--- src/rtl/mem_arbiter.sv ---
// mem_arbiter: shares one single-port memory (combinational read, write on
// the rising edge) between an instruction-fetch port (A, read-only) and a
// load/store port (B, read/write). At most one access is granted per cycle;
// the winner receives a one-cycle ack together with registered read data.
//
// Build option:
//   MEM_ARB_ROUND_ROBIN_EN defined   -> a tie goes to the port that did not win last.
//   MEM_ARB_ROUND_ROBIN_EN undefined -> a tie always goes to B (fixed priority).
// In both builds a port is blocked in its own ack cycle. This prevents a held
// request from being served twice, and it means A cannot be starved by B.
module mem_arbiter #(
  parameter int data_size    = 64,
  parameter int address_size = 12
) (
  input  logic                    clk,
  input  logic                    reset,
  // fetch port (read-only)
  input  logic                    a_req,
  input  logic [address_size-1:0] a_address,
  output logic                    a_ack,
  output logic [data_size-1:0]    a_rdata,
  // load/store port
  input  logic                    b_req,
  input  logic                    b_we,
  input  logic [address_size-1:0] b_address,
  input  logic [data_size-1:0]    b_wdata,
  output logic                    b_ack,
  output logic [data_size-1:0]    b_rdata,
  // memory side
  output logic [address_size-1:0] mem_address,
  output logic [data_size-1:0]    mem_data_in,
  output logic                    mem_write_enable,
  input  logic [data_size-1:0]    mem_data_out
);

  // Registered state. last_grant_b_q = 1 means B won the most recent grant.
  logic                 a_ack_q, a_ack_d;
  logic                 b_ack_q, b_ack_d;
  logic [data_size-1:0] a_rdata_q, a_rdata_d;
  logic [data_size-1:0] b_rdata_q, b_rdata_d;
  logic                 last_grant_b_q, last_grant_b_d;

  logic a_elig, b_elig;
  logic grant_a, grant_b;

  // Eligibility and grant decision. A port in its ack cycle is not eligible.
  // Nothing is granted while reset is high.
  always_comb begin
    a_elig  = a_req & ~a_ack_q & ~reset;
    b_elig  = b_req & ~b_ack_q & ~reset;
    grant_a = 1'b0;
    grant_b = 1'b0;
    if (a_elig && b_elig) begin
`ifdef MEM_ARB_ROUND_ROBIN_EN
      // Tie: the port that did not win last time gets the grant.
      if (last_grant_b_q) begin
        grant_a = 1'b1;
      end else begin
        grant_b = 1'b1;
      end
`else
      // Tie: B always wins.
      grant_b = 1'b1;
`endif
    end else begin
      grant_a = a_elig;
      grant_b = b_elig;
    end
  end

  // Memory-side drive. When idle, all memory-side outputs are 0.
  // The write enable is also masked by reset, so it drops to 0 as soon as
  // reset is asserted, without waiting for a clock edge.
  always_comb begin
    mem_address      = '0;
    mem_data_in      = '0;
    mem_write_enable = 1'b0;
    if (grant_a) begin
      mem_address = a_address;
    end else if (grant_b) begin
      mem_address      = b_address;
      mem_data_in      = b_wdata;
      mem_write_enable = b_we & ~reset;
    end
  end

  // Next state. The ack follows the grant. Read data is captured only for a
  // read on that port. last_grant holds its value while idle.
  always_comb begin
    a_ack_d        = grant_a;
    b_ack_d        = grant_b;
    a_rdata_d      = a_rdata_q;
    b_rdata_d      = b_rdata_q;
    last_grant_b_d = last_grant_b_q;
    if (grant_a) begin
      a_rdata_d      = mem_data_out;
      last_grant_b_d = 1'b0;
    end
    if (grant_b) begin
      last_grant_b_d = 1'b1;
      if (!b_we) begin
        b_rdata_d = mem_data_out;
      end
    end
  end

  // State registers. Reset clears any pending ack and both read-data
  // registers, and it sets last_grant to B so that the first tie goes to A.
  always_ff @(posedge clk or posedge reset) begin
    if (reset) begin
      a_ack_q        <= 1'b0;
      b_ack_q        <= 1'b0;
      a_rdata_q      <= '0;
      b_rdata_q      <= '0;
      last_grant_b_q <= 1'b1;
    end else begin
      a_ack_q        <= a_ack_d;
      b_ack_q        <= b_ack_d;
      a_rdata_q      <= a_rdata_d;
      b_rdata_q      <= b_rdata_d;
      last_grant_b_q <= last_grant_b_d;
    end
  end

  assign a_ack   = a_ack_q;
  assign b_ack   = b_ack_q;
  assign a_rdata = a_rdata_q;
  assign b_rdata = b_rdata_q;

  // The two grants are never active in the same cycle.
  grant_onehot_a : assert property (@(posedge clk) disable iff (reset) !(grant_a && grant_b));

endmodule

--- config.mk ---
export PLATFORM = sky130hd
export DESIGN_NAME = mem_arbiter
export DESIGN_NICKNAME = d
export VERILOG_FILES = /design/src/rtl/mem_arbiter.sv
export SDC_FILE = /design/constraint.sdc
export NUM_CORES = 1
export LEC_CHECK = 0
export ABC_AREA = 1
export BUFFER_PORTS_ARGS = -buffer_cell sky130_fd_sc_hd__clkbuf_2
export CORE_MARGIN = 10
export CORE_UTILIZATION = 38
export DETAILED_ROUTE_END_ITERATION = 7
export PLACE_DENSITY = 0.82
export SLEW_MARGIN = 5
export SYNTH_ARGS = -nofsm -noshare
export SYNTH_HDL_FRONTEND = slang
export SYNTH_SLANG_ARGS = --single-unit
--- constraint.sdc ---
create_clock -name clk -period 4.4 [get_ports clk]
set_input_delay 0.88 -clock clk [delete_from_list [all_inputs] [get_ports clk]]
set_output_delay 0.88 -clock clk [all_outputs]
set_load 0.01 [all_outputs]
==> run metrics, run 1 <==
Die Area 21,500 µm²; total I/O pin count 364; Netlist cell types 15; vias in the first global route 6,520; CTS HTree Levels 4; Area Growth Syn to Fin 40.1%; commonest non-fill, non-tap cell in the layout clkbuf_2; Num CTS Buffers 17; starting density of the core 38.6%; Crit Path Class input port to output port; path type of the worst min-delay path flop to flop; dpl ws 1.09 ns; Comb pwr share 22.6%; fin crit period 3.34 ns; CP top delay family buffers and inverters; CP Data Arrival Time 2.46 ns; Worst VDD drop 0.000231 V; Die Y 147 µm; Rows 46; drt pass-1 iters 5; Synth Register Bits 130; post-cts resize count 0; TNS Setup 0 ns; Nets 1,240; I/O Buffers 363; status finished, final reports clean; post-CTS setup buffers 0; GRT met3 Usage 7.05%; pin count of the biggest net entering global routing 121; Post-Synthesis Mean Instance Area 8.03 µm²; Fin. Hold Viols 0; M2 GR Usage 36.7%; Flop pwr share 39.9%; Final setup viols 0; hold-fix buffers at CTS 0; All-Layer GR Usage 21.1%; switch share 31.9%; min-delay src b_rdata[11]; power density over the cells 455 nW/µm²; final worst path period share 75.8%; Setup crit start kind input port; slowest cell delay on critical path 0.50 ns; placed wire-length estimate 17,300 µm; Synth Instances 758; Critical Path, Cell by Cell clkbuf_2 -> nor2_2 -> inv_2 -> nor2_1 -> clkbuf_2; slack of the critical path 1.06 ns; vias per std cell 4.90; Final Util 54.1%; Seq/Total Area, Yosys 53.4%; Final Power 0.00388 W; Cell Int Power 0.00264 W; proportion of layout cells with a drive suffix above 1 37.9%; clk_lat worst skew 0.41 ns; gr busiest metal met2; Remaining DRCs 0; drt total wl 23,500 µm; Vias 6,428; TritonCTS clock tree yes; CP bufs+invs 3; critical path capture point type output port; DRT iter0 DRCs 309; flop2flop setup slack 1.92 ns; grt total ovfl 0; gpl congestion 0.948; tightest hold margin 0.469 ns; Static Leak 5.22 nW; maxcap violations 0; Max-slew headroom 27.6%; crit path from reset; worst path required time 3.52 ns; synth warn 0; die width 147 µm; clk buf depth 2; synthesized area 6090 µm²; clk slew on worst S/H paths 0.06 ns; core area 15,800 µm²; CTS Root Cell clkbuf_16; n_diodes 0; Net Switching 0.00124 W; initial antenna violation count 0; Post-Syn Nets 915; Worst-Margin Slew 1.09 ns; FMAX 0.300 GHz; slowest CP cell inv_2; critical path fanouts, max 65; M1 GR Usage 23.7%; WL/cell 17.9 µm; unrepaired setup endpoints after global routing no; Setup Skew 0.00957 ns; Max Slew Vio Count 0; cell mode on critical path clkbuf_2; most frequent cells in the layout 363 x clkbuf_2, 280 x nand2_1, 140 x nand4_1; first-pass GRT wire length 36,400 µm; filler cell count in the final layout 1,518; clock share of power 37.5%; count of antenna-violating nets left after detailed routing 0; worst r2r src a_ack; # clock sinks 130
-- Yosys cell counts --
library cell	n	area, µm²
buf_1	5	18.8
buf_2	26	130
buf_4	9	67.6
buf_6	6	67.6
clkbuf_1	20	75.1
dfrtp_1	130	3250
inv_1	67	251
inv_2	4	15.0
nand2_1	280	1050
nand2_2	1	6.26
nand3_1	1	5.00
nand3_2	1	10.0
nand4_1	140	876
nor2_1	66	248
nor2_2	2	12.5
-- state kept, by name, summed over array words and instances (netlist names) --
| register | flops |
|---|---|
| b_ack | 1 |
| a_ack | 1 |
| a_rdata | 64 |
| b_rdata | 64 |
-- final cells by class --
type / instances / area [µm²] / share of cell area [%]
clock buffer: 17 / 425 / 4.99
clock inverter: 15 / 183 / 2.14
inverter: 71 / 274 / 3.21
multi-input combinational: 491 / 2230 / 26.1
sequential: 130 / 3250 / 38.1
tap: 216 / 270 / 3.17
timing repair buffer: 372 / 1900 / 22.2
-- power groups by stage --
stage                     clock [W]  sequential, W  combinational [W]
after floorplan                   0        0.00166           0.000328
after global placement            0        0.00155           0.000873
after detailed placement          0        0.00156           0.000892
final                       0.00145        0.00155           0.000877
after CTS                   0.00147        0.00155           0.000894
after global routing        0.00153        0.00157           0.000974
-- stage by stage --
stage               instances  instance area [µm²]
global placement         1280                 7920
detailed placement       1280                 7920
CTS                      1312                 8530
finish                   1312                 8530
global route             1312                 8530
floorplan                 758                 6090
-- final timing paths --
check | end | depth (start not counted)
worst min register to register | b_rdata[11] | 2
worst max-delay path | mem_data_in[53] | 5
worst max register to register | a_rdata[49] | 6
min in group asynchronous | a_rdata[63] | 2
worst min-delay path | b_rdata[11] | 2
max in group asynchronous | a_rdata[26] | 3
-- tightest hold or removal path: cells and delay by family, from the launching register on --
| family | cells | cell delay (ns) |
|---|---|---|
| DFF | 1 | 0.34 |
| and+or+nand+nor | 2 | 0.09 |
-- per-layer routing --
metal | vias to the layer above | routed length (µm)
met5 | - | 0
met4 | 0 | 518
met3 | 35 | 1900
met2 | 309 | 12000
met1 | 2980 | 9080
li1 | 3104 | -
-- logic make-up after synthesis --
family                 count (synthesis)  share of synthesized area, %
AND/OR/NAND/NOR                      491                          36.3
buffers and inverters                137                          10.3
flip-flops                           130                          53.4
No activity file was read; power rests on OpenSTA's default activity.
==> run 2, diff against run 1 <==
==> constraint.sdc (replaced) <==
create_clock -name clk -period 3.1 [get_ports clk]
set_input_delay 0.62 -clock clk [delete_from_list [all_inputs] [get_ports clk]]
set_output_delay 0.62 -clock clk [all_outputs]
set_load 0.01 [all_outputs]
==> run metrics, run 2 (synthesis results as in run 1) <==
critical path capture point type output port; Worst VDD drop 0.000370 V; Max Slew Vio Count 0; CTS HTree Levels 4; post-cts resize count 0; n_diodes 0; CTS Root Cell clkbuf_16; critical path fanouts, max 46; Remaining DRCs 0; filler cell count in the final layout 1,486; Setup crit start kind flop; crit path from b_ack; power density over the cells 665 nW/µm²; FMAX 0.404 GHz; CP bufs+invs 3; Flop pwr share 38.2%; clk slew on worst S/H paths 0.06 ns; CP Data Arrival Time 1.85 ns; TritonCTS clock tree yes; All-Layer GR Usage 21.0%; most frequent cells in the layout 363 x clkbuf_2, 280 x nand2_1, 140 x nand4_1; core area 15,800 µm²; Die Area 21,500 µm²; Net Switching 0.00175 W; Crit Path Class flop to output port; tightest hold margin 0.241 ns; first-pass GRT wire length 36,700 µm; CP top delay family buffers and inverters; switch share 30.4%; Final Non-Filler Cells 1,317; Final setup viols 0; status finished, final reports clean; FF/Latch Area 3250 µm²; grt total ovfl 0; clk buf depth 2; vias per std cell 4.92; Setup Skew 0.0111 ns; Comb pwr share 21.6%; Post-Place Cells 1,285; post-CTS setup buffers 0; count of antenna-violating nets left after detailed routing 0; Area Growth Syn to Fin 42.1%; Critical Path, Cell by Cell inv_2 -> nand2_2 -> buf_4 -> nand4_1 -> nand2_1 -> clkbuf_2; placed wire-length estimate 17,100 µm; clock share of power 40.2%; pin count of the biggest net entering global routing 143; DRT iter0 DRCs 485; Static Leak 5.28 nW; WL/cell 17.5 µm; proportion of layout cells with a drive suffix above 1 38.1%; maxcap violations 0; gpl congestion 0.866; Die Y 147 µm; TNS Setup 0 ns; clk_lat worst skew 0.41 ns; drt pass-1 iters 5; final worst path period share 79.8%; Nets 1,245; slowest cell delay on critical path 0.44 ns; unrepaired setup endpoints after global routing no; Worst-Margin Slew 0.750 ns; initial antenna violation count 0; worst path required time 2.48 ns; area of the multi-input gates 2230 µm²; I/O Buffers 363; starting density of the core 38.6%; vias in the first global route 6,605; Num CTS Buffers 17; Rows 46; worst r2r src b_ack; # clock sinks 130; Cell Int Power 0.00400 W; fin crit period 2.47 ns; hold-fix buffers at CTS 0; drt total wl 23,000 µm; slowest CP cell buf_4; die width 147 µm; commonest non-fill, non-tap cell in the layout clkbuf_2; Vias 6,480; total I/O pin count 364; Max-slew headroom 50.0%; Fin. Hold Viols 0; path type of the worst min-delay path input port to asynchronous set/reset pin
-- run 2: cell types whose count changed in the layout (fill, tap and decap cells not counted), sizes merged --
cell and delta:
bufinv +3, clkinv -4, inv +1, buf +5
-- run 2: per-layer routing --
| metal | track usage, % | vias up | part of all wire (%) |
|---|---|---|---|
| li1 | - | 3115 | - |
| met1 | 23.3 | 3018 | 38 |
| met2 | 35.7 | 303 | 50 |
| met3 | 8.25 | 44 | 9.4 |
| met4 | 7.91 | 0 | 2.7 |
| met5 | 0 | - | 0 |
-- run 2: worst paths after layout --
path | depth (start not counted) | to | slack, ns
min reg2reg | 2 | b_rdata[34] | 0.47
min in group clk | 3 | b_rdata[60] | 0.45
max | 6 | mem_address[0] | 0.63
max in group asynchronous | 3 | a_rdata[22] | 1.90
min | 2 | a_rdata[62] | 0.24
max reg2reg | 7 | a_rdata[21] | 1.23
-- run 2: power groups by stage --
| stage | registers [W] | logic (W) | clock network [W] |
|---|---|---|---|
| 3_3_place_gp | 0.00220 | 0.00124 | 0 |
| 4_1_cts | 0.00220 | 0.00127 | 0.00234 |
| 5_1_grt | 0.00224 | 0.00138 | 0.00242 |
| 3_5_place_dp | 0.00222 | 0.00127 | 0 |
| 6_report | 0.00220 | 0.00124 | 0.00231 |
| 2_1_floorplan | 0.00235 | 0.000467 | 0 |
-- run 2: stage by stage --
step	util (%)	worst slack (ns)	cell area [µm²]	total power, W
finish	54.8	0.626	8650	0.00575
global route	54.8	0.451	8650	0.00604
CTS	54.8	0.637	8650	0.00581
detailed placement	50.5	0.817	7970	0.00349
global placement	50.5	0.806	7970	0.00344
floorplan	-	0.263	6090	0.00282
-- run 2: final cells by class --
| class | instances | share of cell area, % |
|---|---|---|
| inverters | 71 | 3.17 |
| well taps | 216 | 3.12 |
| clock inverters | 15 | 2.94 |
| repair buffers | 377 | 22.5 |
| multi-input cells | 491 | 25.7 |
| flip-flops and latches | 130 | 37.6 |
| clock buffers | 17 | 4.92 |
